## src/rtl/weight_loader_pkg.sv

```systemverilog
// Shared types and constants for the weight loader AXI4-Lite write master.
package weight_loader_pkg;

  localparam int unsigned NUM_SYNAPSES_DEF = 73288;
  localparam int unsigned IDX_W_DEF        = 17;
  localparam int unsigned CNT_W_DEF        = 16;
  localparam logic [31:0] BASE_ADDR_DEF    = 32'h0000_0000;

  typedef enum logic [1:0] {
    IDLE  = 2'd0,
    ISSUE = 2'd1,
    RESP  = 2'd2
  } state_t;

  localparam logic [1:0] RESP_OKAY   = 2'b00;
  localparam logic [1:0] RESP_SLVERR = 2'b10;

  // Weights occupy the low half-word of each 32-bit memory word.
  localparam logic [3:0] WSTRB_WEIGHT = 4'b0011;

endpackage

```

## src/rtl/weight_loader_sat_counter.sv

```systemverilog
// Saturating status counter with synchronous clear that takes priority over increment.
module sat_counter #(
  parameter int unsigned CNT_W = 16
) (
  input  logic             clk,
  input  logic             rst,
  input  logic             inc,
  input  logic             clr,
  output logic [CNT_W-1:0] count
);

  logic [CNT_W-1:0] count_q;
  logic [CNT_W-1:0] count_d;

  always_comb begin
    count_d = count_q;
    if (clr) begin
      count_d = '0;
    end else if (inc && (count_q != '1)) begin
      count_d = count_q + CNT_W'(1);
    end
  end

  always_ff @(posedge clk or posedge rst) begin
    if (rst) begin
      count_q <= '0;
    end else begin
      count_q <= count_d;
    end
  end

  assign count = count_q;

endmodule

```

## src/rtl/weight_loader.sv

```systemverilog
// AXI4-Lite write master: one single-beat write per (index, weight) record,
// local rejection of out-of-range indices, and OKAY/error statistics.
module weight_loader
  import weight_loader_pkg::*;
#(
  parameter int unsigned NUM_SYNAPSES = NUM_SYNAPSES_DEF,
  parameter int unsigned IDX_W        = IDX_W_DEF,
  parameter logic [31:0] BASE_ADDR    = BASE_ADDR_DEF,
  parameter int unsigned CNT_W        = CNT_W_DEF
) (
  input  logic             clk,
  input  logic             rst,
  input  logic             s_valid,
  output logic             s_ready,
  input  logic [IDX_W-1:0] s_index,
  input  logic [15:0]      s_weight,
  input  logic             s_last,
  input  logic             clr_stats,
  output logic [31:0]      m_axi_awaddr,
  output logic             m_axi_awvalid,
  input  logic             m_axi_awready,
  output logic [31:0]      m_axi_wdata,
  output logic [3:0]       m_axi_wstrb,
  output logic             m_axi_wvalid,
  input  logic             m_axi_wready,
  input  logic [1:0]       m_axi_bresp,
  input  logic             m_axi_bvalid,
  output logic             m_axi_bready,
  output logic             busy,
  output logic             done,
  output logic [CNT_W-1:0] write_count,
  output logic [CNT_W-1:0] err_count
);

  state_t      state_q, state_d;
  logic        awvalid_q, awvalid_d;
  logic        wvalid_q, wvalid_d;
  logic        bready_q, bready_d;
  logic [31:0] awaddr_q, awaddr_d;
  logic [31:0] wdata_q, wdata_d;
  logic        last_q, last_d;
  logic        done_q, done_d;
  logic        wr_inc;
  logic        err_inc;
  logic        in_range;
  logic        aw_ok;
  logic        w_ok;

  assign in_range = 32'(s_index) < NUM_SYNAPSES;
  // A channel is finished once its valid is low or its handshake happens now.
  assign aw_ok    = !awvalid_q || m_axi_awready;
  assign w_ok     = !wvalid_q || m_axi_wready;

  always_comb begin
    state_d   = state_q;
    awvalid_d = awvalid_q;
    wvalid_d  = wvalid_q;
    bready_d  = bready_q;
    awaddr_d  = awaddr_q;
    wdata_d   = wdata_q;
    last_d    = last_q;
    done_d    = 1'b0;
    wr_inc    = 1'b0;
    err_inc   = 1'b0;

    case (state_q)
      IDLE: begin
        if (s_valid) begin
          if (in_range) begin
            state_d   = ISSUE;
            awvalid_d = 1'b1;
            wvalid_d  = 1'b1;
            awaddr_d  = BASE_ADDR + 32'({s_index, 2'b00});
            wdata_d   = {16'h0000, s_weight};
            last_d    = s_last;
          end else begin
            err_inc = 1'b1;
            done_d  = s_last;
          end
        end
      end
      ISSUE: begin
        if (awvalid_q && m_axi_awready) awvalid_d = 1'b0;
        if (wvalid_q && m_axi_wready)   wvalid_d  = 1'b0;
        if (aw_ok && w_ok) begin
          state_d  = RESP;
          bready_d = 1'b1;
        end
      end
      RESP: begin
        if (m_axi_bvalid) begin
          state_d  = IDLE;
          bready_d = 1'b0;
          done_d   = last_q;
          if (m_axi_bresp == RESP_OKAY) wr_inc  = 1'b1;
          else                          err_inc = 1'b1;
        end
      end
      default: begin
        state_d   = IDLE;
        awvalid_d = 1'b0;
        wvalid_d  = 1'b0;
        bready_d  = 1'b0;
      end
    endcase
  end

  always_ff @(posedge clk or posedge rst) begin
    if (rst) begin
      state_q   <= IDLE;
      awvalid_q <= 1'b0;
      wvalid_q  <= 1'b0;
      bready_q  <= 1'b0;
      awaddr_q  <= '0;
      wdata_q   <= '0;
      last_q    <= 1'b0;
      done_q    <= 1'b0;
    end else begin
      state_q   <= state_d;
      awvalid_q <= awvalid_d;
      wvalid_q  <= wvalid_d;
      bready_q  <= bready_d;
      awaddr_q  <= awaddr_d;
      wdata_q   <= wdata_d;
      last_q    <= last_d;
      done_q    <= done_d;
    end
  end

  sat_counter #(.CNT_W(CNT_W)) u_write_cnt (
    .clk   (clk),
    .rst   (rst),
    .inc   (wr_inc),
    .clr   (clr_stats),
    .count (write_count)
  );

  sat_counter #(.CNT_W(CNT_W)) u_err_cnt (
    .clk   (clk),
    .rst   (rst),
    .inc   (err_inc),
    .clr   (clr_stats),
    .count (err_count)
  );

  assign s_ready       = (state_q == IDLE);
  assign busy          = (state_q != IDLE);
  assign done          = done_q;
  assign m_axi_awaddr  = awaddr_q;
  assign m_axi_awvalid = awvalid_q;
  assign m_axi_wdata   = wdata_q;
  assign m_axi_wstrb   = WSTRB_WEIGHT;
  assign m_axi_wvalid  = wvalid_q;
  assign m_axi_bready  = bready_q;

endmodule

```

## config.mk

```make
export PLATFORM = sky130hd
export DESIGN_NAME = weight_loader
export DESIGN_NICKNAME = d
export VERILOG_FILES = /design/src/rtl/weight_loader_pkg.sv /design/src/rtl/weight_loader_sat_counter.sv /design/src/rtl/weight_loader.sv
export SDC_FILE = /design/constraint.sdc
export NUM_CORES = 1
export LEC_CHECK = 0
export BUFFER_PORTS_ARGS = -buffer_cell sky130_fd_sc_hd__buf_4
export CORE_MARGIN = 5
export CORE_UTILIZATION = 44
export DETAILED_ROUTE_END_ITERATION = 10
export GPL_TIMING_DRIVEN = 0
export HOLD_SLACK_MARGIN = 0.06
export PLACE_DENSITY = 0.78
export SETUP_SLACK_MARGIN = 0.3
export SLEW_MARGIN = 20
export SYNTH_ARGS = -nofsm -noshare
export SYNTH_HDL_FRONTEND = slang
export SYNTH_HIERARCHICAL = 1
export SYNTH_SLANG_ARGS = --single-unit
```

## constraint.sdc

```tcl
create_clock -name clk -period 2.54 [get_ports clk]
set_input_delay 0.635 -clock clk [delete_from_list [all_inputs] [get_ports clk]]
set_output_delay 0.635 -clock clk [all_outputs]
set_load 0.03 [all_outputs]
```

==> impl_metrics.yaml <==
outcome:
  status: "complete, no violations"
setup_path:
  max_stage_delay_ps: 470
  worst-endpoint-arrival_ps: 2580
  criticalPathCategory: "flop to flop"
  worst_setup_ep_type: "flop"
  timing.critical_path.mode_cell: "sky130_fd_sc_hd__or4_4"
  critical_path.cell_chain: "or3b_4 > o21ai_2 > clkbuf_8 > nand3_4 > or4_4 > or4_4 > a21oi_2"
  crit_slowest_cell: "sky130_fd_sc_hd__or4_4"
  cp_max_fo: 6
  start_kind: "flop"
  worst-endpoint-required_ps: 2810
timing:
  skew_ps: 9.41
  final.hold.worst_slack_ps: 327
  transition_time_at_the_pin_with_the_least_slew_margin_ps: 646
  timing.final.crit_period_ps: 2310
  fmax_mhz: 434
  post-route-period-util: 0.908
  post-route-worst-setup-slack_ps: 234
  final.setup.tns_ps: 0
  timing.final.hold_violations: 0
  setup-violations-final: 0
  max-slew-margin-rel: 0.569
  rsz_0062_raised_after_global_routing: "true"
  final-max-slew-violation-count: 0
cells_and_area:
  n_antenna_cell: 0
  layout.cell_area.non_filler_sq_um: 5260
  fillers: 690
  drive_above_1_share: 0.440
  mostFrequentLayoutCells: "156 x sky130_fd_sc_hd__buf_4, 70 x sky130_fd_sc_hd__dfrtp_1, 35 x sky130_fd_sc_hd__conb_1, 23 x sky130_fd_sc_hd__mux2_2, 21 x sky130_fd_sc_hd__a21oi_1"
  stdcell_count: 630
  layout.cells.most_common: "sky130_fd_sc_hd__buf_4"
  area_growth_pct: 39.1
  finish.net_count: 565
yosys:
  synth-xor-area-share: 0
  yosysUniqueCellTypes: 47
  syn_area_sq_um: 3780
  netlist_instances: 357
  synth_seq_cells: 72
  ys.flop_type: "sky130_fd_sc_hd__dfrtp_1"
  muxShareOfSynthArea: 0.110
  synthesized_area_fraction_occupied_by_ao_oa_aoi_and_oai_cells: 0.110
  yosys.area_share.simple: 0.191
  syn-mean-instance-area_sq_um: 10.6
  synth_top_family_by_area: "simple AND/OR/NAND/NOR gates"
  synth_edf_count: 0
  synth.yosys.warnings: 6
  synth_fa_ha_area_frac: 0.00662
  synth_sequential_area_ratio: 0.477
  asyncSetResetFlopFracSynth: 1.00
global_routing:
  antenna_found_initial: 0
  first_global_vias: 3146
  pin_count_of_the_biggest_net_entering_global_routing: 23
  grt.total_usage: 0.185
  grt_first_pass_wirelength_mm: 15.3
  gr-total-overflow: 0
floorplan:
  die-width_um: 103
  design.core.area_sq_um: 8300
  placement_rows: 33
  io_pins: 149
  dieArea_sq_um: 10500
  floorplan.die.height_um: 103
  start_util: 0.455
routing:
  routedWlPerCell_um: 15.2
  detail_route.drc_violations: 0
  wl_mm: 9.60
  detailedRoute.firstIterationViolations: 113
  drt.antenna.violating_nets: 0
  vias: 3275
  detail_route.first_pass.iterations: 5
  via_per_inst: 5.20
place:
  placed_wire_length_estimate_after_detailed_placement_mm: 7.37
  detailed_place.area_sq_um: 4940
  gp_congestion: 0.752
  port_buffer_count: 112
  preCtsSetupSlack_ps: -231
  dpl.cell_count: 608
cts:
  clock_tree.htree_level_count: 3
  path_clk_slew_ps: 80
  cts_hold_buf: 0
  cts_tree: "yes"
  cts_max_path_buffers: 2
  clock-sinks: 72
  ctsRootBufferMaster: "sky130_fd_sc_hd__clkbuf_8"
  clk_latency_ps: 340
  tritoncts.num_buffers: 9
worst_hold_path:
  timing.hold.worst.class: "input pin to asynchronous set/reset pin"
power:
  static-leakage-power_nw: 2.44
  pwr_density_cell_nw_per_um2: 879
  ir_worst_vdd_mv: 0.851
job:
  timing.max_cap.violations: 0
[stage by stage]
step | total power [mW] | utilization
2_1_floorplan | 2.93 | -
3_3_place_gp | 3.63 | 0.592
3_5_place_dp | 3.70 | 0.596
4_1_cts | 4.67 | 0.628
5_1_grt | 4.90 | 0.633
6_report | 4.62 | 0.633
[final cells by class]
| class | instances | area, sq um | area share |
|---|---|---|---|
| Timing Repair Buffer | 119 | 917 | 0.174 |
| Multi-Input combinational cell | 260 | 1810 | 0.344 |
| Sequential cell | 72 | 1800 | 0.343 |
| Tap cell | 105 | 131 | 0.0250 |
| Buffer | 47 | 362 | 0.0688 |
| Clock inverter | 6 | 67.6 | 0.0129 |
| Inverter | 11 | 41.3 | 0.00785 |
| Clock buffer | 10 | 128 | 0.0243 |
[worst max-delay path, delay by kind of cell (launching register included)]
kind | cells | cell delay, ps
AO/OA/AOI/OAI | 2 | 300
flip-flops | 1 | 410
buffers and inverters | 1 | 150
AND/OR/NAND/NOR | 4 | 1380
[routing by layer]
| layer | part of all wire | global-route usage | vias up |
|---|---|---|---|
| met3 | 0.13 | 0.0927 | 5 |
| met2 | 0.48 | 0.304 | 142 |
| li1 | - | - | 1576 |
| met4 | 0.0072 | 0.0454 | 0 |
| met1 | 0.39 | 0.216 | 1552 |
| met5 | 0 | 0 | - |
[final timing paths]
| kind | startpoint | endpoint | slack (ps) | depth (start not counted) |
|---|---|---|---|---|
| min in group clk | last_q | done | 480 | 2 |
| hold reg to reg | last_q | done | 480 | 2 |
| hold / removal | rst | state_q[1] | 330 | 2 |
| setup / recovery | state_q[0] | u_err_cnt/count[13] | 230 | 7 |
| max in group asynchronous | rst | u_write_cnt/count[8] | 1710 | 2 |
| setup reg to reg | state_q[0] | u_err_cnt/count[13] | 230 | 7 |
[synthesized netlist by cell type, types with 8 or more instances]
| library cell | instances | area, sq um |
|---|---|---|
| sky130_fd_sc_hd__inv_1 | 11 | 41.3 |
| sky130_fd_sc_hd__buf_4 | 38 | 285 |
| sky130_fd_sc_hd__mux2_2 | 23 | 259 |
| sky130_fd_sc_hd__nand2_1 | 19 | 71.3 |
| sky130_fd_sc_hd__nor3_1 | 8 | 40.0 |
| sky130_fd_sc_hd__o31ai_1 | 11 | 82.6 |
| sky130_fd_sc_hd__a21oi_1 | 25 | 125 |
| sky130_fd_sc_hd__nor2_1 | 10 | 37.5 |
| sky130_fd_sc_hd__nand3_1 | 14 | 70.1 |
| sky130_fd_sc_hd__or4_1 | 13 | 97.6 |
| sky130_fd_sc_hd__or3_1 | 12 | 75.1 |
| sky130_fd_sc_hd__mux2_1 | 12 | 135 |
| sky130_fd_sc_hd__o21ai_0 | 16 | 80.1 |
| sky130_fd_sc_hd__nand4_1 | 8 | 50.1 |
| sky130_fd_sc_hd__dfrtp_1 | 72 | 1800 |
[registers in the layout, indices dropped and copies added, names as in the netlist]
name	cells
done	1
last_q	1
m_axi_awaddr	17
m_axi_awvalid	1
m_axi_bready	1
m_axi_wdata	16
m_axi_wvalid	1
state_q	2
u_err_cnt/count	16
u_write_cnt/count	16
[cells by family after synthesis]
kind of cell | count (synthesis)
simple gates | 119
flops | 72
compound gates | 67
buf+inv | 58
mux | 37
fa+ha+maj | 2
other cells | 2
[power by group]
group / internal, mW / total [mW] / switching (mW)
Combinational: 0.856 / 2.05 / 1.20
Clock: 0.457 / 0.902 / 0.445
Sequential: 1.47 / 1.67 / 0.196
Total: 2.79 / 4.62 / 1.84
[what timing repair did]
| action | in CTS | in global routing |
|---|---|---|
| endpoints found under the hold margin | 0 | 0 |
| endpoints found under the setup margin | 12 | 18 |
| resized for setup | 8 | 12 |
| buffers inserted | 6 | 0 |
| pin swaps | 3 | 1 |
No activity file was read; power rests on OpenSTA's default activity.
